**config.mk**
```make
export PLATFORM = sky130hd
export DESIGN_NAME = irs3c_reg_receiver_flat
export DESIGN_NICKNAME = d
export VERILOG_FILES = /design/src/rtl/irs3c_reg_receiver_if.sv /design/src/rtl/irs3c_reg_receiver.sv /design/src/flat_wrapper.sv
export SDC_FILE = /design/constraint.sdc
export NUM_CORES = 2
export LEC_CHECK = 0
export ABC_AREA = 1
export CORE_MARGIN = 5
export CORE_UTILIZATION = 32
export DETAILED_ROUTE_END_ITERATION = 8
export GPL_TIMING_DRIVEN = 0
export MAX_ROUTING_LAYER = met4
export PLACE_DENSITY = 0.51
export RECOVER_POWER = 100
export SYNTH_ARGS = -nofsm -noshare
export SYNTH_HDL_FRONTEND = slang
export SYNTH_SLANG_ARGS = --single-unit
```
**constraint.sdc**
```tcl
create_clock -name clk -period 27.8 [get_ports clk]
set_input_delay 4.17 -clock clk [delete_from_list [all_inputs] [get_ports clk]]
set_output_delay 4.17 -clock clk [all_outputs]
set_load 0.01 [all_outputs]
```
**src/rtl/irs3c_reg_receiver_if.sv**
```systemverilog
// Serial programming bus plus register-file access for the IRS3C register receiver.
// The master drives SIN/SCLK/PCLK and reads back; the slave is the receiver itself.
interface irs3c_reg_receiver_if;
  logic        SIN;
  logic        SCLK;
  logic        PCLK;
  logic        SHOUT;
  logic [5:0]  rd_addr;
  logic [11:0] rd_data;
  logic        wr_strobe;
  logic [5:0]  wr_addr;
  logic [11:0] wr_data;
  logic        wilk_start;
  logic        frame_err;
  logic        err_clr;
  logic [7:0]  load_count;

  modport master (
    output SIN, SCLK, PCLK, rd_addr, err_clr,
    input  SHOUT, rd_data, wr_strobe, wr_addr, wr_data, wilk_start, frame_err, load_count
  );

  modport slave (
    input  SIN, SCLK, PCLK, rd_addr, err_clr,
    output SHOUT, rd_data, wr_strobe, wr_addr, wr_data, wilk_start, frame_err, load_count
  );
endinterface

```
**src/rtl/irs3c_reg_receiver.sv**
```systemverilog
// IRS3C serial register receiver: 18-bit SIN/SCLK/PCLK word capture, latch/load
// decode, 64x12 register file, SHOUT regeneration and protocol error tracking.
module irs3c_reg_receiver #(
  parameter int SYNC_STAGES = 2,
  parameter int START_ADDR  = 61
) (
  input logic             clk,
  input logic             reset,
  irs3c_reg_receiver_if.slave bus
);

  localparam int         NS      = (SYNC_STAGES < 2) ? 2 : SYNC_STAGES;
  localparam logic [5:0] START_A = START_ADDR[5:0];

  typedef enum logic [1:0] {
    ST_EMPTY    = 2'd0,
    ST_SHIFTING = 2'd1,
    ST_LATCHED  = 2'd2
  } state_t;

  logic [NS-1:0] sin_sync_r, sclk_sync_r, pclk_sync_r, fill_r;
  logic          sclk_d_r, pclk_d_r, sclk_arm_r, pclk_arm_r;
  logic          sin_s, sclk_s, pclk_s, fill_done_s, sclk_rise_s, pclk_rise_s;

  state_t        state_r, state_nxt_s;
  logic [4:0]    bit_cnt_r, bit_cnt_nxt_s;
  logic [17:0]   sr_r, sr_nxt_s, hold_r, hold_nxt_s;
  logic          err_set_s, load_s, load_pend_r;

  logic [11:0]   regs_r [64];
  logic [11:0]   rd_data_r, wr_data_r;
  logic [5:0]    wr_addr_r;
  logic          wr_strobe_r, wilk_start_r, frame_err_r, shout_r;
  logic [7:0]    load_count_r;

  assign sin_s       = sin_sync_r[NS-1];
  assign sclk_s      = sclk_sync_r[NS-1];
  assign pclk_s      = pclk_sync_r[NS-1];
  assign fill_done_s = fill_r[NS-1];
  // An edge only counts once its line has been seen low after reset.
  assign sclk_rise_s = sclk_arm_r & sclk_s & ~sclk_d_r;
  assign pclk_rise_s = pclk_arm_r & pclk_s & ~pclk_d_r;

  // Input synchronizers, edge-detect delay flops and per-line arming.
  always_ff @(posedge clk or posedge reset) begin
    if (reset) begin
      sin_sync_r  <= '0;
      sclk_sync_r <= '0;
      pclk_sync_r <= '0;
      fill_r      <= '0;
      sclk_d_r    <= 1'b0;
      pclk_d_r    <= 1'b0;
      sclk_arm_r  <= 1'b0;
      pclk_arm_r  <= 1'b0;
    end else begin
      sin_sync_r  <= {sin_sync_r[NS-2:0], bus.SIN};
      sclk_sync_r <= {sclk_sync_r[NS-2:0], bus.SCLK};
      pclk_sync_r <= {pclk_sync_r[NS-2:0], bus.PCLK};
      fill_r      <= {fill_r[NS-2:0], 1'b1};
      sclk_d_r    <= sclk_s;
      pclk_d_r    <= pclk_s;
      sclk_arm_r  <= sclk_arm_r | (fill_done_s & ~sclk_s);
      pclk_arm_r  <= pclk_arm_r | (fill_done_s & ~pclk_s);
    end
  end

  // Word framing state, bit counter, shift and hold registers.
  always_ff @(posedge clk or posedge reset) begin
    if (reset) begin
      state_r     <= ST_EMPTY;
      bit_cnt_r   <= 5'd0;
      sr_r        <= 18'd0;
      hold_r      <= 18'd0;
      load_pend_r <= 1'b0;
    end else begin
      state_r     <= state_nxt_s;
      bit_cnt_r   <= bit_cnt_nxt_s;
      sr_r        <= sr_nxt_s;
      hold_r      <= hold_nxt_s;
      load_pend_r <= load_s;
    end
  end

  // Next-state decode of SCLK shifts and PCLK latch/load phases.
  always_comb begin
    state_nxt_s   = state_r;
    bit_cnt_nxt_s = bit_cnt_r;
    sr_nxt_s      = sr_r;
    hold_nxt_s    = hold_r;
    err_set_s     = 1'b0;
    load_s        = 1'b0;
    if (sclk_rise_s && pclk_rise_s) begin
      err_set_s = 1'b1;
    end else if (sclk_rise_s) begin
      sr_nxt_s  = {sr_r[16:0], sin_s};
      err_set_s = (bit_cnt_r == 5'd18);
      case (state_r)
        ST_EMPTY: begin
          state_nxt_s   = ST_SHIFTING;
          bit_cnt_nxt_s = 5'd1;
        end
        ST_SHIFTING: begin
          bit_cnt_nxt_s = (bit_cnt_r == 5'd18) ? 5'd18 : bit_cnt_r + 5'd1;
        end
        ST_LATCHED: begin
          err_set_s     = 1'b1;
          state_nxt_s   = ST_SHIFTING;
          bit_cnt_nxt_s = 5'd1;
        end
        default: begin
          state_nxt_s   = ST_EMPTY;
          bit_cnt_nxt_s = 5'd0;
        end
      endcase
    end else if (pclk_rise_s) begin
      case (state_r)
        ST_EMPTY: begin
          err_set_s = sin_s;
        end
        ST_SHIFTING: begin
          if (!sin_s && (bit_cnt_r == 5'd18)) begin
            hold_nxt_s  = sr_r;
            state_nxt_s = ST_LATCHED;
          end else begin
            err_set_s     = 1'b1;
            bit_cnt_nxt_s = 5'd0;
            state_nxt_s   = ST_EMPTY;
          end
        end
        ST_LATCHED: begin
          if (sin_s) begin
            load_s        = 1'b1;
            bit_cnt_nxt_s = 5'd0;
            state_nxt_s   = ST_EMPTY;
          end else begin
            hold_nxt_s = sr_r;
          end
        end
        default: begin
          state_nxt_s   = ST_EMPTY;
          bit_cnt_nxt_s = 5'd0;
        end
      endcase
    end else begin
      state_nxt_s = state_r;
    end
  end

  // Register file write on a decoded load, plus the load reporting outputs.
  always_ff @(posedge clk or posedge reset) begin
    if (reset) begin
      for (int i = 0; i < 64; i++) begin
        regs_r[i] <= 12'd0;
      end
      wr_strobe_r  <= 1'b0;
      wilk_start_r <= 1'b0;
      wr_addr_r    <= 6'd0;
      wr_data_r    <= 12'd0;
      load_count_r <= 8'd0;
    end else if (load_pend_r) begin
      regs_r[hold_r[17:12]] <= hold_r[11:0];
      wr_strobe_r  <= 1'b1;
      wilk_start_r <= (hold_r[17:12] == START_A) && (hold_r[11:0] == 12'hFFF);
      wr_addr_r    <= hold_r[17:12];
      wr_data_r    <= hold_r[11:0];
      load_count_r <= load_count_r + 8'd1;
    end else begin
      wr_strobe_r  <= 1'b0;
      wilk_start_r <= 1'b0;
    end
  end

  // Read port, sticky error flag (set beats clear) and SHOUT.
  always_ff @(posedge clk or posedge reset) begin
    if (reset) begin
      rd_data_r   <= 12'd0;
      frame_err_r <= 1'b0;
      shout_r     <= 1'b0;
    end else begin
      rd_data_r <= regs_r[bus.rd_addr];
      shout_r   <= sr_r[17];
      if (err_set_s) begin
        frame_err_r <= 1'b1;
      end else if (bus.err_clr) begin
        frame_err_r <= 1'b0;
      end else begin
        frame_err_r <= frame_err_r;
      end
    end
  end

  assign bus.SHOUT      = shout_r;
  assign bus.rd_data    = rd_data_r;
  assign bus.wr_strobe  = wr_strobe_r;
  assign bus.wr_addr    = wr_addr_r;
  assign bus.wr_data    = wr_data_r;
  assign bus.wilk_start = wilk_start_r;
  assign bus.frame_err  = frame_err_r;
  assign bus.load_count = load_count_r;

endmodule

```
**src/flat_wrapper.sv**
```systemverilog
// flat-port wrapper written by rule: the top's interface ports become plain ports
module irs3c_reg_receiver_flat 
#(
  parameter int SYNC_STAGES = 2,
  parameter int START_ADDR  = 61
)
  (clk, reset, bus_SIN, bus_SCLK, bus_PCLK, bus_rd_addr, bus_err_clr, bus_SHOUT, bus_rd_data, bus_wr_strobe, bus_wr_addr, bus_wr_data, bus_wilk_start, bus_frame_err, bus_load_count);
  irs3c_reg_receiver_if bus_i ();
  input logic clk;
  input logic reset;
  input wire logic [$bits(bus_i.SIN)-1:0] bus_SIN;
  input wire logic [$bits(bus_i.SCLK)-1:0] bus_SCLK;
  input wire logic [$bits(bus_i.PCLK)-1:0] bus_PCLK;
  input wire logic [$bits(bus_i.rd_addr)-1:0] bus_rd_addr;
  input wire logic [$bits(bus_i.err_clr)-1:0] bus_err_clr;
  output wire logic [$bits(bus_i.SHOUT)-1:0] bus_SHOUT;
  output wire logic [$bits(bus_i.rd_data)-1:0] bus_rd_data;
  output wire logic [$bits(bus_i.wr_strobe)-1:0] bus_wr_strobe;
  output wire logic [$bits(bus_i.wr_addr)-1:0] bus_wr_addr;
  output wire logic [$bits(bus_i.wr_data)-1:0] bus_wr_data;
  output wire logic [$bits(bus_i.wilk_start)-1:0] bus_wilk_start;
  output wire logic [$bits(bus_i.frame_err)-1:0] bus_frame_err;
  output wire logic [$bits(bus_i.load_count)-1:0] bus_load_count;
  assign bus_i.SIN = bus_SIN;
  assign bus_i.SCLK = bus_SCLK;
  assign bus_i.PCLK = bus_PCLK;
  assign bus_i.rd_addr = bus_rd_addr;
  assign bus_i.err_clr = bus_err_clr;
  assign bus_SHOUT = bus_i.SHOUT;
  assign bus_rd_data = bus_i.rd_data;
  assign bus_wr_strobe = bus_i.wr_strobe;
  assign bus_wr_addr = bus_i.wr_addr;
  assign bus_wr_data = bus_i.wr_data;
  assign bus_wilk_start = bus_i.wilk_start;
  assign bus_frame_err = bus_i.frame_err;
  assign bus_load_count = bus_i.load_count;
  irs3c_reg_receiver #(.SYNC_STAGES(SYNC_STAGES), .START_ADDR(START_ADDR)) u_core (.clk(clk), .reset(reset), .bus(bus_i));
endmodule
```
==> results.sh <==
export IMPL_grt_overflow=0
export IMPL_cts_tree="built"
export IMPL_gp_congestion=0.984
export IMPL_violations="capacitance limit, slew limit"
export IMPL_syn_inst=4756
export IMPL_clockRootBuffer="clkbuf_16"
export IMPL_cts_buffer_depth=3
export IMPL_wl_per_cell_um=24.7
export IMPL_power_clock_fraction_pct=43.8
export IMPL_total_leakage_power_uw=0.0192
export IMPL_postCtsSetupBuffers=0
export IMPL_grt_pass1_wl_mm=236
export IMPL_finClkSkew_ns=0.0391
export IMPL_cts_buffers=98
export IMPL_setup_viol_count_final=0
export IMPL_syn_nets=4771
export IMPL_period_minus_slack_ns=13.99
export IMPL_tightest_slew_ns=2.26
export IMPL_maxSlewHeadroom_pct=-51.0
export IMPL_power_density_mw_per_mm2=68.0
export IMPL_hold_viol=0
export IMPL_start_util_pct=32.1
export IMPL_crit_fanout=39
export IMPL_p_seq_share_pct=43.6
export IMPL_yosys_warnings=0
export IMPL_layout_drive_gt1_share_pct=3.31
export IMPL_vias=35400
export IMPL_cap_viol_max_count=25
export IMPL_antenna_found_initial=14
export IMPL_die_x_um=357
export IMPL_rsz0062_at_grt="false"
export IMPL_final_util_pct=36.9
export IMPL_drtPass1Iterations=6
export IMPL_clock_sinks=866
export IMPL_synth_avg_cell_area_um2=8.09
export IMPL_fin_crit_sh_pct=50.3
export IMPL_mostFrequentLayoutCell="nand2_1"
export IMPL_clkTransAtPathRegs_ns=0.06
export IMPL_track_usage_pct=26.0
export IMPL_p_sw_uw=902
export IMPL_wl_mm=164
export IMPL_fmax_mhz=71.5
export IMPL_io_pins=54
export IMPL_fp_dieArea_mm2=0.127
export IMPL_ys_ff_latch=866
export IMPL_p_comb_share_pct=12.6
export IMPL_drt_initial_drc_count=4156
export IMPL_finalPower_uw=3000
export IMPL_ys_flop_type="dfrtp_1"
export IMPL_peakVddDrop_uv=51.9
export IMPL_finalNetCount=4952
export IMPL_start_kind="input port"
export IMPL_worstSetupPathType="input port to asynchronous set/reset pin"
export IMPL_grt_max_degree=42
export IMPL_cp_required_ns=28.13
export IMPL_dp_hpwl_mm=118
export IMPL_worstSetupEndpointType="asynchronous set/reset pin"
export IMPL_syn_area_mm2=0.0385
export IMPL_hold_buffers=0
export IMPL_synth_edf_count=0
export IMPL_io_buffers=50
export IMPL_preCtsSetupSlack_ns=19.92
export IMPL_core_mm2=0.120
export IMPL_route_detailed_drc=0
export IMPL_holdWs_ns=0.349
export IMPL_worst_slack_ns=13.81
export IMPL_die_height_um=357
export IMPL_final_cell_mix="nand2_1, dfrtp_1, o21ai_0"
export IMPL_fin_setup_tns_ns=0
export IMPL_intPower_uw=2100
export IMPL_swShare_pct=30.1
export IMPL_slew_violations=835
export IMPL_ys_seq_area_share_pct=56.4
export IMPL_rows=127
export IMPL_synthToLayoutAreaGrowth_pct=14.9
export IMPL_ctsResizeCount=0
export IMPL_vias_per_cell=5.34
export IMPL_ant_nets=0
export IMPL_grt_pass1_vias=33700
export IMPL_cp_arrival_ns=14.32
export IMPL_status="finished with violations"
export IMPL_whs_path_depth=0
export IMPL_clkLatencyLatePin_ns=0.70
export IMPL_rr_worst_depth=9
export IMPL_hp_class="flip-flop to flip-flop"
export IMPL_cts_htree_levels=3
export IMPL_ys_types=28
export IMPL_synthArstFlopShare_pct=100
[final cells by class]
type / count / area (um2)
Inverter: 62 / 234
Multi-Input combinational cell: 3438 / 14900
Timing Repair Buffer: 81 / 617
Fill cell: 12700 / 75500
Clock buffer: 139 / 2820
Antenna cell: 5 / 12.5
Sequential cell: 866 / 21700
Buffer: 390 / 1470
Tap cell: 1612 / 2020
Clock inverter: 42 / 389
[kinds of logic after synthesis]
| kind of cell | Yosys count | share of synthesized area [%] |
|---|---|---|
| AOI/OAI and AO/OA | 832 | 10.8 |
| and+or+nand+nor | 2592 | 27.9 |
| adders and majority gates | 3 | 0.0976 |
| xor gates and xnor gates | 10 | 0.228 |
| other | 1 | 0.00975 |
| DFF | 866 | 56.4 |
| buffers and inverters | 452 | 4.58 |
[layer usage]
| layer | vias up | wire [um] | track usage (%) |
|---|---|---|---|
| met3 | 314 | 14000 | 5.08 |
| met1 | 17700 | 71500 | 35.7 |
| li1 | 15900 | - | - |
| met2 | 1503 | 71800 | 38.5 |
| met4 | 0 | 6410 | 9.18 |
| met5 | - | 0 | - |
[final timing paths]
check	start	slack, ns	to
worst max-delay path	reset	13.81	u_core.regs_r[241]$_DFFE_PP0P_
worst min-delay path	u_core.fill_r[0]$_DFF_PP0_	0.35	u_core.fill_r[1]$_DFF_PP0_
worst max register to register	u_core.load_pend_r$_DFF_PP0_	23.53	u_core.regs_r[521]$_DFFE_PP0P_
worst min register to register	u_core.fill_r[0]$_DFF_PP0_	0.35	u_core.fill_r[1]$_DFF_PP0_
max in group clk	bus_rd_addr[0]	20.37	u_core.bus.rd_data[1]$_DFF_PP0_
min in group asynchronous	reset	4.12	u_core.regs_r[602]$_DFFE_PP0P_
[registers in the layout (all words and copies together), names as in the netlist, 2 cells and up]
signal,count
u_core.sr_r,18
u_core.sin_sync_r,2
u_core.hold_r,18
u_core.fill_r,2
u_core.regs_r,768
u_core.bit_cnt_r,5
u_core.bus.wr_addr,6
u_core.bus.rd_data,12
u_core.state_r,2
u_core.bus.load_count,8
u_core.pclk_sync_r,2
u_core.sclk_sync_r,2
u_core.bus.wr_data,12
[metrics by stage]
| step | std cells | instance area (um2) |
|---|---|---|
| floorplan | 4756 | 38500 |
| global placement | 6418 | 41000 |
| detailed placement | 6449 | 41600 |
| CTS | 6630 | 44800 |
| global route | 6632 | 44200 |
| finish | 6635 | 44200 |
[critical path, cell delays in order]
cell and delay, ns:
dlygate4sd3_1 0.55, clkinvlp_2 0.61, clkbuf_1 1.24, clkbuf_1 1.33
clkbuf_1 1.55, clkbuf_1 1.50, clkbuf_1 1.57, clkbuf_1 1.68
[cell usage after synthesis (all sizes together) (6+ instances only)]
| library cell | instances | area [um2] |
|---|---|---|
| a21oi | 75 | 375 |
| buf | 72 | 334 |
| clkbuf | 318 | 1190 |
| dfrtp | 866 | 21700 |
| inv | 59 | 221 |
| nand2 | 1810 | 6800 |
| nand3 | 657 | 3290 |
| nor2 | 101 | 382 |
| nor3 | 12 | 121 |
| nor4 | 6 | 97.6 |
| o21ai | 754 | 3770 |
[power by group through the flow]
stage	logic, uW	registers [uW]	clock network [uW]
2_1_floorplan	162	1330	0
3_3_place_gp	374	1340	0
3_5_place_dp	383	1330	0
4_1_cts	384	1310	1330
5_1_grt	394	1310	1380
6_report	380	1310	1310
Power figures use the tool's default switching activity.
